<file path="src/rtl/seven_segment_display.sv">
// seven_segment_display
// Registered BCD-to-seven-segment decoder for one digit of the parking
// free-space display. Codes 10-15 show a dash. COMMON_ANODE selects the
// output polarity. All segment drives come straight from one 7-bit register,
// so no combinational path runs from the code inputs to the pins.
module seven_segment_display #(
  parameter bit COMMON_ANODE = 1'b0
) (
  input  logic clk,
  input  logic rst_n,
  input  logic A,
  input  logic B,
  input  logic C,
  input  logic D,
  output logic led_a,
  output logic led_b,
  output logic led_c,
  output logic led_d,
  output logic led_e,
  output logic led_f,
  output logic led_g
);

  // All-off pattern in the selected polarity
  localparam logic [6:0] SEG_OFF = COMMON_ANODE ? 7'b1111111 : 7'b0000000;

  // Active-high segment pattern {a,b,c,d,e,f,g} for a BCD code
  function automatic logic [6:0] decode_bcd(input logic [3:0] code);
    logic [6:0] pat;
    case (code)
      4'd0:    pat = 7'b1111110;
      4'd1:    pat = 7'b0110000;
      4'd2:    pat = 7'b1101101;
      4'd3:    pat = 7'b1111001;
      4'd4:    pat = 7'b0110011;
      4'd5:    pat = 7'b1011011;
      4'd6:    pat = 7'b1011111;
      4'd7:    pat = 7'b1110000;
      4'd8:    pat = 7'b1111111;
      4'd9:    pat = 7'b1111011;
      default: pat = 7'b0000001;  // out-of-range: dash
    endcase
    return pat;
  endfunction

  // Map active-high pattern onto the pin polarity of the display
  function automatic logic [6:0] apply_polarity(input logic [6:0] pat);
    return COMMON_ANODE ? ~pat : pat;
  endfunction

  logic [3:0] code;
  logic [6:0] seg_d;
  logic [6:0] seg_q;

  assign code = {A, B, C, D};

  // Next segment pattern from the code present at this edge
  always_comb begin
    seg_d = apply_polarity(decode_bcd(code));
  end

  // Output register; reset forces the display dark immediately
  always_ff @(posedge clk or negedge rst_n) begin
    if (!rst_n) begin
      seg_q <= SEG_OFF;
    end else begin
      seg_q <= seg_d;
    end
  end

  assign {led_a, led_b, led_c, led_d, led_e, led_f, led_g} = seg_q;

endmodule

</file>
<file path="config.mk">
export PLATFORM = sky130hd
export DESIGN_NAME = seven_segment_display
export DESIGN_NICKNAME = d
export VERILOG_FILES = /design/src/rtl/seven_segment_display.sv
export SDC_FILE = /design/constraint.sdc
export NUM_CORES = 1
export LEC_CHECK = 0
export CORE_AREA = 2 2 39 41
export DETAILED_ROUTE_END_ITERATION = 16
export DIE_AREA = 0 0 41 43
export SETUP_SLACK_MARGIN = 0.3
export SLEW_MARGIN = 15
export SYNTH_ARGS = -nofsm -noshare
export SYNTH_HDL_FRONTEND = slang
export SYNTH_SLANG_ARGS = --single-unit
</file>
<file path="constraint.sdc">
create_clock -name clk -period 0.8 [get_ports clk]
set_input_delay 0.08 -clock clk [delete_from_list [all_inputs] [get_ports clk]]
set_output_delay 0.08 -clock clk [all_outputs]
set_load 0.02 [all_outputs]
</file>
==> out/summary.txt <==
status: complete, but fails checks
failing checks: setup timing
largest family of logic cells by synthesized area: adder cells
Die H: 43 um
number of H-tree levels: 1
Synth top area share: 42.9%
first-pass GRT wire length: 1240 um
vias in the first global route: 347
post-route clock period utilization: 103%
Core Area: 0.00138 mm2
critical-path maximum fanout: 1
hold buffer count at CTS: 0
Area growth, synth to finish: 95.1%
RSZ-0062 raised after global routing: yes
row count: 14
Slew Viols, Final: 0
DR pass1 iterations: 4
Via density: 4.44
Final min period: 0.825 ns
WL final: 770 um
Distinct cells, synth: 17
Post-Syn Nets: 48
compound-gate portion of the synthesized area: 14.4%
crit path DAT: 0.74 ns
Final TNS setup: -0.121 ns
Residual DRC: 0
top cells by count, synth: dfrtp_1, ha_1, inv_1
Post-synth top flop: dfrtp_1
Final ANT Viol Nets: 0
number of setup buffers added after CTS: 0
Root Buffer: clkbuf_4
clock buffer depth: 2
Die ar.: 0.00176 mm2
DP Wirelength: 549 um
# nets final: 72
Antenna Diode Count: 0
share of cells above drive strength 1: 71.2%
startpoint types: register
Num CTS Buffers: 3
area leader, netlist: dfrtp_1
Most flops, register: seg_q
Req. time, crit path: 0.72 ns
maximum vdd drop: 0.444 mV
CTS clk-pin slew, worst paths: 0.05 ns
XOR/XNOR Fraction of Synth Area: 0%
Overall Global Routing Usage: 10.8%
critical setup path kind: register to primary output
EDFF count, synth: 0
Die W: 41 um
Final WS setup: -0.0249 ns
Slew @ Worst Pin: 0.299 ns
PD cells: 1320 mW/mm2
crit end category: primary output
mux contribution to synthesized area: 2.76%
Hold Fails Final Rpt: 0
FFs w/ async S/R, synth: 100%
TritonCTS clock tree: done
synth warn: 0
slowest stage delay, CP: 0.37 ns
Leakage: 0.347 nW
footprint of the multi-input gates: 292 um2
Adder-Cell Fraction of Synth Area: 18.4%
pre-CTS setup slack: -0.632 ns
I/O pin count: 13
Synth Instances: 36
Cell Area, Placed: 659 um2
CTS sink count: 7
Largest regs: seg_q x7
max_slew headroom: 80.0%
Register Area: 175 um2
synthesized area: 408 um2
Hold Path Class: input port to asynchronous set/reset pin
Avg Inst Size Synth: 11.3 um2
total global routing overflow: 0
Peak Freq: 1.21 GHz
GP Congestion: 0.694
Post-Synth Simple-Gate Area: 11.3%
critical path's slowest cell: dfrtp_1
sequential share of the synthesized area: 42.9%
final setup fails: 7
FF+latch count, synth: 7
drt wl/cell: 10.3 um
initial DRC count: 3
top-count cell post-synth: dfrtp_1
vias after detailed routing: 333
initial antenna violation count: 0
Synth area leaders: dfrtp_1, ha_1, buf_6, inv_1, o22ai_1
Buffers & Inverters on Critical Path: 1
design area: 796 um2
fill cell count: 124
Initial Util: 29.5%
max FFs per register: 7
Top delay family on crit path: flip-flops
crit-path cells: buf_6
largest net degree at the start of global routing: 8
port buffer count: 12
Max Cap Viol: 0
cell usage in the layout (no fill, tap or decap), types with 2 or more instances in the layout:
master and n:
buf_2 2, clkbuf_4 3, dfrtp_1 7, buf_8 3, inv_1 2, o22ai_2 3
o21ai_2 2, inv_12 2, ha_4 5, buf_6 13
through the flow:
stage | hold WS (ns) | utilization [%] | instances | power, mW
2_1_floorplan | -0.216 | - | 36 | 0.532
3_3_place_gp | 0.346 | 47.6 | 71 | 0.678
3_5_place_dp | 0.351 | 47.6 | 71 | 0.680
4_1_cts | 0.0944 | 56.5 | 75 | 1.05
5_1_grt | 0.116 | 57.5 | 75 | 1.10
6_report | 0.0890 | 57.5 | 75 | 1.05
kinds of logic (layout without fill, tap and decap cells):
family                   Yosys count  after routing
flip-flops                         7              7
AND/OR/NAND/NOR                    6              6
multiplexers                       1              1
adder cells (fa/ha/maj)            6              6
buffers and inverters              7             30
AO/OA/AOI/OAI                      9              9
power by group:
part           switching [mW]  internal (mW)
logic                   0.156          0.192
clock network           0.116          0.189
registers              0.0127          0.384
per-layer routing:
layer / track usage, % / vias up / part of all wire, %
met5: 0 / - / 0
met4: 10.0 / 0 / 1.6
met3: 1.57 / 2 / 5.7
met2: 20.3 / 13 / 63
li1: - / 163 / -
met1: 7.79 / 155 / 29
final cells by class:
type | instances | area share (%)
multi-input combinational | 22 | 36.6
timing repair buffer | 21 | 30.0
sequential | 7 | 22.0
inverter | 5 | 5.50
clock buffer | 4 | 3.30
tap | 16 | 2.52
path summary, 6_finish.rpt:
path                                     from                  to  slack, ns  cells past startpoint
setup / recovery           seg_q[6]$_DFF_PN0_               led_a      -0.02                      1
max in group asynchronous               rst_n  seg_q[4]$_DFF_PN0_       0.48                      1
hold / removal                          rst_n  seg_q[3]$_DFF_PN0_       0.09                      1
min in group clk                            A  seg_q[5]$_DFF_PN0_       0.18                      3
what timing repair did:
| action | in CTS | in global routing |
|---|---|---|
| setup endpoints to repair | 14 | 14 |
| gates resized for setup | 81 | 3 |
| pin swaps | 7 | 2 |
No activity file was read; power rests on OpenSTA's default activity.
